### src/rtl/quant_pkg.sv
// Shared requantization constants: width-derived min/max, OUT_W clamp bounds, rounding nudges.
// No logic; values are returned 64-bit signed and sized at the point of use.
package quant_pkg;

    localparam int DEF_ACC_W   = 32;
    localparam int DEF_MULT_W  = 32;
    localparam int DEF_SHIFT_W = 5;
    localparam int DEF_ZP_W    = 9;
    localparam int DEF_OUT_W   = 8;

    function automatic logic signed [63:0] smin(input int w);
        return -(64'sd1 <<< (w - 1));
    endfunction

    function automatic logic signed [63:0] smax(input int w);
        return (64'sd1 <<< (w - 1)) - 64'sd1;
    endfunction

    function automatic logic signed [63:0] umax(input int w);
        return (64'sd1 <<< w) - 64'sd1;
    endfunction

    // Half an LSB of the Q(MULT_W-1) high product, mirrored for negative products.
    function automatic logic signed [63:0] nudge_pos(input int mult_w);
        return 64'sd1 <<< (mult_w - 2);
    endfunction

    function automatic logic signed [63:0] nudge_neg(input int mult_w);
        return 64'sd1 - nudge_pos(mult_w);
    endfunction

    // Added to negative dividends so an arithmetic shift truncates toward zero.
    function automatic logic signed [63:0] trunc_bias(input int mult_w);
        return (64'sd1 <<< (mult_w - 1)) - 64'sd1;
    endfunction

endpackage

### src/rtl/rounding_shift.sv
// Rounding arithmetic right shift (ties away from zero); combinational, 0 latency.
// No flow control of its own; the enclosing pipeline stage registers the result.
module rounding_shift #(
    parameter int W       = 32,
    parameter int SHIFT_W = 5
) (
    input  logic signed [W-1:0]       x,
    input  logic        [SHIFT_W-1:0] shift,
    output logic signed [W-1:0]       y
);

    logic        [W-1:0] mask;
    logic        [W-1:0] rem;
    logic        [W-1:0] thr;
    logic signed [W-1:0] sh;

    always_comb begin
        mask = (W'(1) << shift) - W'(1);
        rem  = x & mask;
        thr  = (mask >> 1) + W'(x[W-1]);
        sh   = x >>> shift;
        y    = sh + W'(rem > thr);
    end

endmodule

### src/rtl/requant_pipe.sv
// Requantize acc*mult -> rounding high-mul -> rounding shift -> +zp -> clamp; latency 4, 1 beat/cycle.
// Global stall: every stage holds while the output is valid and not accepted; in_ready = stage enable.
module requant_pipe
    import quant_pkg::*;
#(
    parameter int ACC_W   = DEF_ACC_W,
    parameter int MULT_W  = DEF_MULT_W,
    parameter int SHIFT_W = DEF_SHIFT_W,
    parameter int ZP_W    = DEF_ZP_W,
    parameter int OUT_W   = DEF_OUT_W
) (
    input  logic                      clk,
    input  logic                      rst_n,
    input  logic                      in_valid,
    output logic                      in_ready,
    input  logic signed [ACC_W-1:0]   in_acc,
    input  logic signed [MULT_W-1:0]  in_mult,
    input  logic        [SHIFT_W-1:0] in_shift,
    input  logic signed [ZP_W-1:0]    in_zp,
    input  logic                      in_unsigned,
    output logic                      out_valid,
    input  logic                      out_ready,
    output logic        [OUT_W-1:0]   out_q
);

    localparam int P_W = ACC_W + MULT_W;
    localparam int S_W = P_W + 1;
    localparam int Z_W = ACC_W + 1;

    localparam logic signed [ACC_W-1:0]  MIN_ACC    = ACC_W'(smin(ACC_W));
    localparam logic signed [ACC_W-1:0]  MAX_ACC    = ACC_W'(smax(ACC_W));
    localparam logic signed [MULT_W-1:0] MIN_MULT   = MULT_W'(smin(MULT_W));
    localparam logic signed [S_W-1:0]    NUDGE_P    = S_W'(nudge_pos(MULT_W));
    localparam logic signed [S_W-1:0]    NUDGE_N    = S_W'(nudge_neg(MULT_W));
    localparam logic signed [S_W-1:0]    TRUNC_BIAS = S_W'(trunc_bias(MULT_W));
    localparam logic signed [Z_W-1:0]    Z_SMIN     = Z_W'(smin(OUT_W));
    localparam logic signed [Z_W-1:0]    Z_SMAX     = Z_W'(smax(OUT_W));
    localparam logic signed [Z_W-1:0]    Z_UMAX     = Z_W'(umax(OUT_W));

    typedef struct packed {
        logic        [SHIFT_W-1:0] shift;
        logic signed [ZP_W-1:0]    zp;
        logic                      uns;
    } side_t;

    typedef struct packed {
        logic signed [ZP_W-1:0] zp;
        logic                   uns;
    } tail_t;

    typedef struct packed {
        logic                   vld;
        logic signed [P_W-1:0]  p;
        logic                   sat;
        side_t                  side;
    } s1_t;

    typedef struct packed {
        logic                    vld;
        logic signed [ACC_W-1:0] x;
        side_t                   side;
    } s2_t;

    typedef struct packed {
        logic                    vld;
        logic signed [ACC_W-1:0] y;
        tail_t                   tail;
    } s3_t;

    s1_t s1, s1_nxt;
    s2_t s2, s2_nxt;
    s3_t s3, s3_nxt;
    logic             v4;
    logic [OUT_W-1:0] q4, q4_nxt;
    logic             en;

    logic signed [S_W-1:0]   sum;
    logic signed [S_W-1:0]   biased;
    logic signed [ACC_W-1:0] y3;
    logic signed [Z_W-1:0]   z, lo, hi, zc;

    assign en        = out_ready | ~v4;
    assign in_ready  = en;
    assign out_valid = v4;
    assign out_q     = q4;

    always_comb begin
        s1_nxt            = '0;
        s1_nxt.vld        = in_valid;
        s1_nxt.p          = P_W'(in_acc) * P_W'(in_mult);
        s1_nxt.sat        = (in_acc == MIN_ACC) && (in_mult == MIN_MULT);
        s1_nxt.side.shift = in_shift;
        s1_nxt.side.zp    = in_zp;
        s1_nxt.side.uns   = in_unsigned;
    end

    // Sign of p equals sign of p+nudge, so p's MSB picks both nudge and truncation bias.
    always_comb begin
        s2_nxt      = '0;
        sum         = S_W'(s1.p) + (s1.p[P_W-1] ? NUDGE_N : NUDGE_P);
        biased      = s1.p[P_W-1] ? sum + TRUNC_BIAS : sum;
        s2_nxt.vld  = s1.vld;
        s2_nxt.x    = s1.sat ? MAX_ACC : ACC_W'(biased >>> (MULT_W - 1));
        s2_nxt.side = s1.side;
    end

    rounding_shift #(
        .W       (ACC_W),
        .SHIFT_W (SHIFT_W)
    ) u_rounding_shift (
        .x     (s2.x),
        .shift (s2.side.shift),
        .y     (y3)
    );

    always_comb begin
        s3_nxt          = '0;
        s3_nxt.vld      = s2.vld;
        s3_nxt.y        = y3;
        s3_nxt.tail.zp  = s2.side.zp;
        s3_nxt.tail.uns = s2.side.uns;
    end

    always_comb begin
        z  = Z_W'(s3.y) + Z_W'(s3.tail.zp);
        lo = s3.tail.uns ? '0 : Z_SMIN;
        hi = s3.tail.uns ? Z_UMAX : Z_SMAX;
        zc = z;
        if (z < lo) begin
            zc = lo;
        end else if (z > hi) begin
            zc = hi;
        end
        q4_nxt = OUT_W'(zc);
    end

    always_ff @(posedge clk or negedge rst_n) begin
        if (!rst_n) begin
            s1 <= '0;
            s2 <= '0;
            s3 <= '0;
            v4 <= 1'b0;
            q4 <= '0;
        end else if (en) begin
            s1 <= s1_nxt;
            s2 <= s2_nxt;
            s3 <= s3_nxt;
            v4 <= s3.vld;
            q4 <= q4_nxt;
        end
    end

endmodule

### config.mk
export PLATFORM = sky130hd
export DESIGN_NAME = requant_pipe
export DESIGN_NICKNAME = d
export VERILOG_FILES = /design/src/rtl/quant_pkg.sv /design/src/rtl/rounding_shift.sv /design/src/rtl/requant_pipe.sv
export SDC_FILE = /design/constraint.sdc
export NUM_CORES = 2
export LEC_CHECK = 0
export ABC_AREA = 0
export BUFFER_PORTS_ARGS = -buffer_cell sky130_fd_sc_hd__clkbuf_2
export CAP_MARGIN = 15
export CORE_ASPECT_RATIO = 2
export CORE_MARGIN = 10
export CORE_UTILIZATION = 40
export DETAILED_ROUTE_END_ITERATION = 8
export REMOVE_ABC_BUFFERS = 1
export SLEW_MARGIN = 10
export SYNTH_ARGS = -nofsm -noshare
export SYNTH_HDL_FRONTEND = slang
export SYNTH_SLANG_ARGS = --single-unit
### constraint.sdc
create_clock -name clk -period 8.94 [get_ports clk]
set_input_delay 0.447 -clock clk [delete_from_list [all_inputs] [get_ports clk]]
set_output_delay 0.447 -clock clk [all_outputs]
set_load 0.05 [all_outputs]
==> summary.md <==
| Metric | Value |
|---|---|
| Reg2reg path depth | 30 |
| Port buffer count | 92 |
| Synth top area share | 40.5% |
| Final min period | 8.22 ns |
| Slew @ Worst Pin | 1.07 ns |
| Crit path to | s1[74] |
| Mapped Cells | 6006 |
| Vias per cell | 5.48 |
| Final-report setup violation count | 0 |
| CTS tree | built |
| DR DRC count | 0 |
| Drt first pass iters | 7 |
| EDFF count, synth | 0 |
| Clock Path Buffers | 2 |
| Unrepaired setup endpoints after global routing | false |
| Root buf cell | clkbuf_16 |
| GRT Util Overall | 23.2% |
| Die Y | 538 um |
| Dpl hpwl | 143 mm |
| Startpoint class of the critical path | primary input |
| Pin count of the biggest net entering global routing | 121 |
| Crit end category | flop |
| Sink Count | 181 |
| Die extent in x | 279 um |
| Routed WL | 170 mm |
| Nets@finish | 7428 |
| Most frequent cell after synthesis | fa_1 |
| FMAX | 0.122 GHz |
| Layout area overhead | 5.98% |
| CORE AREA | 0.133 mm2 |
| Remaining Overflow, GRT | 0 |
| Top_reg_cell synth | dfrtp_1 |
| Die area | 0.150 mm2 |
| H-Tree Depth | 4 |
| Fin. max-slew vios | 0 |
| Post-CTS repair timing setup buffer count | 0 |
| Fin. Hold Viols | 0 |
| Num CTS Buffers | 17 |
| Clock Pin Slew Worst Setup and Hold Paths | 0.07 ns |
| Hold Worst Slack | 0.0921 ns |
| Row cnt | 189 |
| Gpl congestion | 0.937 |
| Cell variety after synth | 112 |
| Synth Warn # | 0 |
| Top cells by count, synth | fa_1, inv_1, nand2_1, and2_1, ha_1 |
| Reg2reg start | s2[10] |
| Post-synthesis register bit count | 181 |
| Register area share after synthesis | 8.45% |
| Status | finished, final reports clean |
| Crit Path Category | in2reg |
| Worst rel slew slack | 28.6% |
| HP Class | in2async |
| First-pass GRT wire length | 269 mm |
| Critical path fanouts, max | 22 |
| Max_cap viols | 0 |
| Routed WL per cell | 22.1 um |
| Share of cells above drive strength 1 | 6.96% |
| Non-Filler Instances | 7685 |
| R2R Path End | s3[38] |
| Inst Count DP | 7649 |
| Final ANT Viol Nets | 0 |
| Skew final | 0.0171 ns |
| Via count | 42.1k |
| Async S/R FF share, synth | 100% |
| Starting density of the core | 40.3% |
| WP data required | 9.31 ns |
| Area leader, netlist | fa_1 |
| Number of global-route vias before repair | 47.5k |
| Starting DRT DRC Count | 2472 |
| Final period utilization | 92.0% |
| Post-Syn Area | 0.0536 mm2 |
| Initial antenna violation count | 4 |
| Largest cells by area after synthesis | fa_1, dfrtp_1, ha_1 |
| Syn avg cell area | 8.92 um2 |
| Clock Latency Late Sink | 0.49 ns |
| Boundary Pins | 93 |
| Post_cts resized | 0 |
| Worst Setup SP | in_mult[19] |
| Post-CTS Hold Fix Bufs | 0 |
| Crit path DAT | 8.59 ns |
| R2R Setup Slk | 1.47 ns |
-- placed cells by master, fill, tap and decap left out, drive strengths merged, types with 16 or more instances in the layout --
master     n
nand3     63
xor2      75
nor4      35
nand4     57
o211ai    17
buf      153
a31oi     28
clkbuf   109
ha       313
mux4      46
nor2b     59
mux2      16
fa      1083
inv     1026
nand2b    32
nor2     244
nand2    829
dfrtp    181
and2     542
a21o      85
or3       20
o21ai    166
o31ai     18
nor3      63
a211oi    35
o21a      32
or2       16
and3      38
mux2i     20
a21oi    235
xnor2     94
-- cells by family after synthesis --
| family | Yosys count | synth area share [%] |
|---|---|---|
| muxes | 82 | 2.64 |
| other | 2 | 0.0140 |
| buffers and inverters | 1339 | 9.61 |
| xor gates and xnor gates | 169 | 2.76 |
| adders and majority gates | 1396 | 47.8 |
| and+or+nand+nor | 2063 | 19.4 |
| DFF | 181 | 8.45 |
| AOI/OAI and AO/OA | 774 | 9.37 |
-- worst min-delay path by stage --
stage / endpoint / slack, ns / depth (start not counted) / start
2_1_floorplan: out_q[0] / 0.15 / 0 / rst_n
3_3_place_gp: out_valid / 0.44 / 1 / s3[42]
3_5_place_dp: s3[42] / 0.45 / 2 / s3[42]
4_1_cts: s1[8] / 0.13 / 1 / rst_n
5_1_grt: s1[1] / 0.16 / 3 / in_zp[0]
6_report: out_q[5] / 0.09 / 1 / rst_n
-- sequential cells by signal (all words and copies together), names as in the netlist --
name and count:
out_q 8, s2 48, out_valid 1, s3 43, s1 81
-- layout make-up --
class	instances	area, um2
multi-input combinational	4486	43900
timing repair buffer	245	1770
antenna	4	10.0
clock buffer	17	425
tap	1719	2150
sequential	181	4530
fill	13284	76100
inverter	1018	3830
clock inverter	15	160
-- per-layer routing --
metal	GRT usage [%]	up-vias	part of all wire [%]
met5	0.0961	-	0.0076
met4	17.6	2	9.0
met3	2.51	665	3.6
met2	46.0	1343	56
met1	21.2	21387	31
li1	-	18746	-
-- worst max-delay path, cell delays in order --
cell and delay [ns]:
clkbuf_2 0.68, buf_4 0.33, nand2_1 0.09, fa_1 0.48
fa_1 0.56, inv_1 0.06, fa_1 0.48, fa_1 0.59
fa_1 0.46, fa_1 0.43, fa_1 0.54, fa_1 0.42
ha_1 0.37, a21oi_1 0.26, o21bai_1 0.09, a21oi_1 0.21
o22ai_1 0.13, a211o_1 0.29, a221o_1 0.36, a41o_1 0.27
a41o_1 0.32, a21o_1 0.20, a211o_1 0.29, a22o_1 0.17
-- stage by stage --
stage / util, % / setup WS [ns] / area (um2) / TNS (ns)
final: 42.7 / 0.719 / 56800 / 0
after global routing: 42.7 / 0.311 / 56800 / 0
after CTS: 42.7 / 0.711 / 56800 / 0
after detailed placement: 42.3 / 0.192 / 56200 / 0
after global placement: 42.3 / 0.227 / 56200 / 0
after floorplan: - / -2.08 / 52300 / -284.06
Power is not shown: default switching activity piles up to over one toggle a cycle in this logic, so the estimate is an artifact.
